<file path="config.mk">
export PLATFORM = sky130hd
export DESIGN_NAME = piso_serializer
export DESIGN_NICKNAME = d
export VERILOG_FILES = /design/src/rtl/piso_serializer.sv
export SDC_FILE = /design/constraint.sdc
export NUM_CORES = 1
export LEC_CHECK = 0
export ABC_AREA = 1
export CAP_MARGIN = 25
export CORE_MARGIN = 4
export CORE_UTILIZATION = 30
export CTS_BUF_LIST = sky130_fd_sc_hd__clkbuf_4 sky130_fd_sc_hd__clkbuf_8
export DETAILED_ROUTE_END_ITERATION = 10
export PLACE_DENSITY = 0.56
export SETUP_SLACK_MARGIN = 0.3
export SLEW_MARGIN = 20
export SYNTH_ARGS = -nofsm -noshare
export SYNTH_HDL_FRONTEND = slang
export SYNTH_SLANG_ARGS = --single-unit
</file>
<file path="constraint.sdc">
create_clock -name clk -period 1.93 [get_ports clk]
set_clock_uncertainty 0.05 [all_clocks]
set_input_delay 0.193 -clock clk [delete_from_list [all_inputs] [get_ports clk]]
set_output_delay 0.193 -clock clk [all_outputs]
set_load 0.02 [all_outputs]
</file>
<file path="src/rtl/piso_serializer.sv">
// Parallel-in serial-out transmitter with a one-entry holding buffer.
// Bit order is latched per word; back-to-back words stream without a gap.
module piso_serializer #(
    parameter  int WIDTH = 8,
    localparam int CNT_W = $clog2(WIDTH)
) (
    input  logic             clk,
    input  logic             reset,
    input  logic             load_valid,
    output logic             load_ready,
    input  logic [WIDTH-1:0] data_in,
    input  logic             msb_first,
    input  logic             shift_enable,
    output logic             serial_out,
    output logic             serial_valid,
    output logic             bit_first,
    output logic             bit_last,
    output logic             busy
);

    localparam logic [0:0] IDLE  = 1'b0;
    localparam logic [0:0] SHIFT = 1'b1;
    localparam logic [CNT_W-1:0] LAST = CNT_W'(WIDTH - 1);

    logic [0:0]       state;
    logic [WIDTH-1:0] hold_data;
    logic             hold_msb;
    logic             hold_full;
    logic [WIDTH-1:0] shreg;
    logic             order;
    logic [CNT_W-1:0] count;

    logic in_shift;
    logic at_last;
    logic accept;
    logic advance;
    logic take;

    assign in_shift = (state == SHIFT);
    assign at_last  = (count == LAST);
    assign accept   = load_valid && !hold_full;
    assign advance  = in_shift && shift_enable;
    // hold feeds the shifter when idle, or on the final bit of a frame
    assign take     = hold_full && (!in_shift || (advance && at_last));

    always_ff @(posedge clk) begin
        if (!reset) begin
            state     <= IDLE;
            hold_data <= '0;
            hold_msb  <= 1'b0;
            hold_full <= 1'b0;
            shreg     <= '0;
            order     <= 1'b0;
            count     <= '0;
        end else begin
            if (accept) begin
                hold_data <= data_in;
                hold_msb  <= msb_first;
                hold_full <= 1'b1;
            end else if (take) begin
                hold_full <= 1'b0;
            end

            if (take) begin
                shreg <= hold_data;
                order <= hold_msb;
                count <= '0;
                state <= SHIFT;
            end else if (advance) begin
                if (at_last) begin
                    state <= IDLE;
                end else begin
                    shreg <= order ? (shreg << 1) : (shreg >> 1);
                    count <= count + 1'b1;
                end
            end
        end
    end

    assign load_ready   = !hold_full;
    assign serial_valid = in_shift;
    assign serial_out   = in_shift && (order ? shreg[WIDTH-1] : shreg[0]);
    assign bit_first    = in_shift && (count == '0);
    assign bit_last     = in_shift && at_last;
    assign busy         = in_shift || hold_full;

endmodule

</file>
# ---- Word level (Yosys, flattened, before mapping)
# Index checks and enable logic that the tools add are counted.
# Widths: inputs -> output; s select.
dict set report totals {
  ff_bits 23
  out_inout_bits 6
}
dict set report op_classes {
  bitwise 2
  muxes 10
  n_reduce_logical 19
  n_eq_ne 2
  add_sub_neg 1
}
# op n
set op_table {}
lappend op_table {{$mux 8} 4}
lappend op_table {{$logic_and 1x1->1} 7}
lappend op_table {{$mux 1} 6}
lappend op_table {{$reduce_and 2->1} 3}
lappend op_table {{$reduce_bool 2->1} 3}
lappend op_table {{$add 3x1->3 const B} 1}
lappend op_table {{$eq 3x3->1 const B} 1}
lappend op_table {{$logic_not 3->1} 1}
lappend op_table {{$logic_not 1->1} 2}
lappend op_table {{$logic_or 1x1->1} 2}
lappend op_table {{$ne 2x1->1 const B} 1}
lappend op_table {{$not 1->1} 2}
lappend op_table {{$reduce_or 2->1} 1}

# ---- Depth between registers and ports, before layout
dict set report depth {
  word_depth 6
  ltp_mapped 10
  mapped_depth_nobuf 9
}

# ---- Worst setup path before layout
# No wires, ideal clock.
dict set report synth_path {
  path_kind {register to register}
  startpoint {register count[0]}
  endpoint {register shreg[2]}
  stages_incl_launch_ff 9
  path_buffers 0
  t_required_ps 1771
  arrival_time_ps 1270
  slack_ps 501
  path_cell_list {dfxtp_1 ha_1 ha_1 inv_1 nand2_1 a21oi_1 nand3_1 nand2_1 inv_1}
}
dict set report synth_via {
  elab_chain_cells 6
}
# element line
set synth_lines {}
lappend synth_lines {{from (decl)} 31} ;# logic [CNT_W-1:0] count;
lappend synth_lines {{from (signal assigned)} 74} ;# count <= count + 1'b1;
lappend synth_lines {{$eq 3x3->1 *} 40} ;# assign at_last = (count == LAST);
lappend synth_lines {{$logic_and 1x1->1} 44} ;# assign take = hold_full && (!in_shift || (advance && at_last));
lappend synth_lines {{$logic_or 1x1->1} 44}
lappend synth_lines {{$logic_and 1x1->1} 44}
lappend synth_lines {{$ne 2x1->1 (no line) or $reduce_bool 2->1 (tied branches)} n/a}
lappend synth_lines {{$reduce_and 2->1 (no line)} n/a}
lappend synth_lines {{to (signal assigned)} 65} ;# shreg <= hold_data;
lappend synth_lines {{to (signal assigned)} 73} ;# shreg <= order ? (shreg << 1) : (shreg >> 1);
lappend synth_lines {{to (decl)} 29} ;# logic [WIDTH-1:0] shreg;
# Every way passes the cells marked *; elsewhere a longest branch is shown, timed or not.
# A chain may end at the register's enable or synchronous reset.

# ---- Worst setup path in the final report
dict set report layout_path {
  startpoint {register count[0]}
  endpoint {output bit_last}
}
dict set report layout_via {
  elab_chain_cells 2
}
# element line
set layout_lines {}
lappend layout_lines {{$eq 3x3->1} 40}
lappend layout_lines {{$logic_and 1x1->1} 84} ;# assign bit_last = in_shift && at_last;
lappend layout_lines {{to (decl)} 17} ;# output logic bit_last,
# No other way between the ends.

==> impl_metrics.json <==
{
  "grt_start_max_net_pins": 16,
  "powerDensity_nw_per_um2": 756.9,
  "slew_violations": 0,
  "core_area_sq_um": 3771,
  "postRouteAntennaNets": 0,
  "cts_buffer_depth": 2,
  "ir_drop_mv": 0.4459,
  "synth_async_sr_flop_share_pct": 0,
  "tightest_slew_ns": 0.2381,
  "cts_sinks": 23,
  "crit_required_ns": 1.69,
  "pin_count": 19,
  "slowest_delay_ns": 0.37,
  "path_clk_slew_ns": 0.08,
  "rsz0062_at_grt": "false",
  "dp_hpwl_microns": 1827,
  "viasPerCell": 4.397,
  "grt_pass1_vias": 1000,
  "critPathLaunchType": "register",
  "critPathKind": "reg2out",
  "path_buf_inv": 2,
  "synth_edf_count": 0,
  "maxCapViolCount": 0,
  "p_leak_nw": 0.6703,
  "final_nets": 216,
  "drt_iter0_drc": 52,
  "num_rows": 22,
  "status": "finished, final reports clean",
  "cp.arrival_ns": 1.29,
  "postSynthCellCount": 179,
  "antenna_found_initial": 0,
  "relSlewSlack_pct": 84.11,
  "max_freq_mhz": 651.7,
  "total_power_mw": 1.110,
  "cts_tree": "done",
  "finalCriticalPeriod_ns": 1.535,
  "diodes": 0,
  "fin_crit_sh_pct": 79.51,
  "drcViolationCount": 0,
  "drt_pass1_iterations": 4,
  "clockRootBuffer": "clkbuf_8",
  "final_hold_viol_count": 0,
  "synth_cell_types": 21,
  "hold_ws_ns": 0.4120,
  "grt_pass1_wl_microns": 4243,
  "cts_max_level": 1,
  "synth_warnings": 0,
  "hold_buffers": 0,
  "cts_setup_buffers": 0,
  "grt_use_total_pct": 10.13,
  "drive_gt1_share_pct": 11.06,
  "cts_made_buffers": 3,
  "die_h_microns": 71.24,
  "die_w_microns": 71.24,
  "yosysSeqAreaShare_pct": 38.37,
  "die_area_sq_um": 5075,
  "initial_core_util_pct": 31.82,
  "routedWlPerCell_microns": 9.891,
  "cts_resized": 8,
  "path_cells": "ha_1, ha_2, nand2_1, inv_1, clkbuf_2",
  "gr-total-overflow": 0,
  "synth_nets": 195,
  "place.gp.congestion": 0.7670,
  "fillers": 407,
  "setup_viol": 0,
  "vias": 1086,
  "synth.cell_area_sq_um": 1200,
  "synth_flop_cell": "dfxtp_1",
  "syn_area_per_cell_sq_um": 6.703,
  "area_growth_pct": 22.21,
  "setup_tns_ns": 0,
  "critPathSlowestCell": "dfxtp_1",
  "path_max_fanout": 4,
  "cp_top_family": "adder cells",
  "insertion_delay_ns": 0.26,
  "io_buffers": 18,
  "hold_path.class": "reg2reg",
  "end_kind": "output port",
  "wl_microns": 2443,
  "synth-seq-cells": 23
}
## cells in the final DEF (no fill, tap or decap)
cell type        synthesis  routed
nand2_1                 45      45
inv_1                   24      24
nor2_1                  23      23
dfxtp_1                 23      22
nand3_1                 16      16
a21oi_1                 15      14
clkdlybuf4s50_1          0      12
o21ai_0                 11      11
dlygate4sd2_1            0       5
buf_4                    2       4
clkbuf_8                 0       3
nor2_4                   2       2
inv_2                    2       2
a21oi_2                  1       2
nand2_4                  1       2
ha_1                     3       2
inv_4                    1       1
nand2_2                  2       1
clkinv_1                 1       1
nor2_2                   1       1
xor2_1                   1       1
o21ai_1                  1       1
ha_2                     0       1
clkbuf_4                 0       1
clkbuf_2                 0       1
dfxtp_2                  0       1
## path summary, 6_finish.rpt
check	start	to	slack, ns	cells past startpoint
max reg2reg	count[0]	hold_full	0.44	7
min	hold_data[1]	hold_data[1]	0.41	2
max	count[0]	bit_last	0.40	5
min reg2reg	hold_data[1]	hold_data[1]	0.41	2
## power by group
part / switching (mW) / leakage (nW) / internal (mW) / total (mW)
logic: 0.148 / 0.454 / 0.101 / 0.249
clock network: 0.154 / 0.0262 / 0.161 / 0.315
registers: 0.0264 / 0.190 / 0.520 / 0.546
total: 0.328 / 0.670 / 0.782 / 1.11
## sequential cells by signal (all words and copies together) (netlist names)
| signal | cells |
|---|---|
| hold_msb | 1 |
| hold_data | 8 |
| serial_valid | 1 |
| order | 1 |
| hold_full | 1 |
| shreg | 8 |
| count | 3 |
## cell type report
type                            instances  area, sq um  area share, %
Inverter                               28        107.6          7.338
Clock buffer                            4        48.80          3.328
Tap cell                               48        60.06          4.096
Sequential cell                        23        461.7          31.48
Timing Repair Buffer                   22        198.9          13.57
Multi-Input combinational cell        122        589.3          40.19
## layer usage
metal / global-route usage (%) / share of wire, % / vias to the layer above / wire length, microns
met5: 0 / 0 / - / 0
met4: 4.802 / 2.0 / 0 / 49
met3: 1.964 / 5.4 / 7 / 132
met2: 15.41 / 42 / 28 / 1032
met1: 13.75 / 50 / 455 / 1228
li1: - / - / 596 / -
## metrics by stage
stage / std cells / worst slack, ns / util (%) / instance area (sq um)
global placement: 243 / 0.2042 / 37.56 / 1416
finish: 247 / 0.3955 / 38.89 / 1466
CTS: 247 / 0.2166 / 38.75 / 1461
detailed placement: 243 / 0.1897 / 37.56 / 1416
global route: 247 / 0.3090 / 38.89 / 1466
floorplan: 179 / 0.5006 / - / 1200
## cells by family after synthesis
family                     after synthesis  synth area share, %
xor gates and xnor gates                 1               0.7301
and+or+nand+nor                         90                32.33
AOI/OAI and AO/OA                       28                11.99
adders and majority gates                3                3.129
DFF                                     23                38.37
buffers and inverters                   34                13.45
## cells in the mapped netlist (2+ instances only)
library cell,instances,area share (%)
o21ai_0,11,4.6
dfxtp_1,23,38
inv_2,2,0.63
buf_4,2,1.3
buf_6,3,2.8
nand3_1,16,6.7
nor2_1,23,7.2
ha_1,3,3.1
nand2_1,45,14
inv_1,24,7.5
a21oi_1,15,6.3
nor2_4,2,1.9
nand2_2,2,1.0
## tightest hold or removal path, delay by kind of cell, from the launching register on
family,cells,cell delay [ns]
AOI/OAI and AO/OA,1,0.06
DFF,1,0.30
buffers and inverters,1,0.06
No activity file was read; power rests on OpenSTA's default activity.
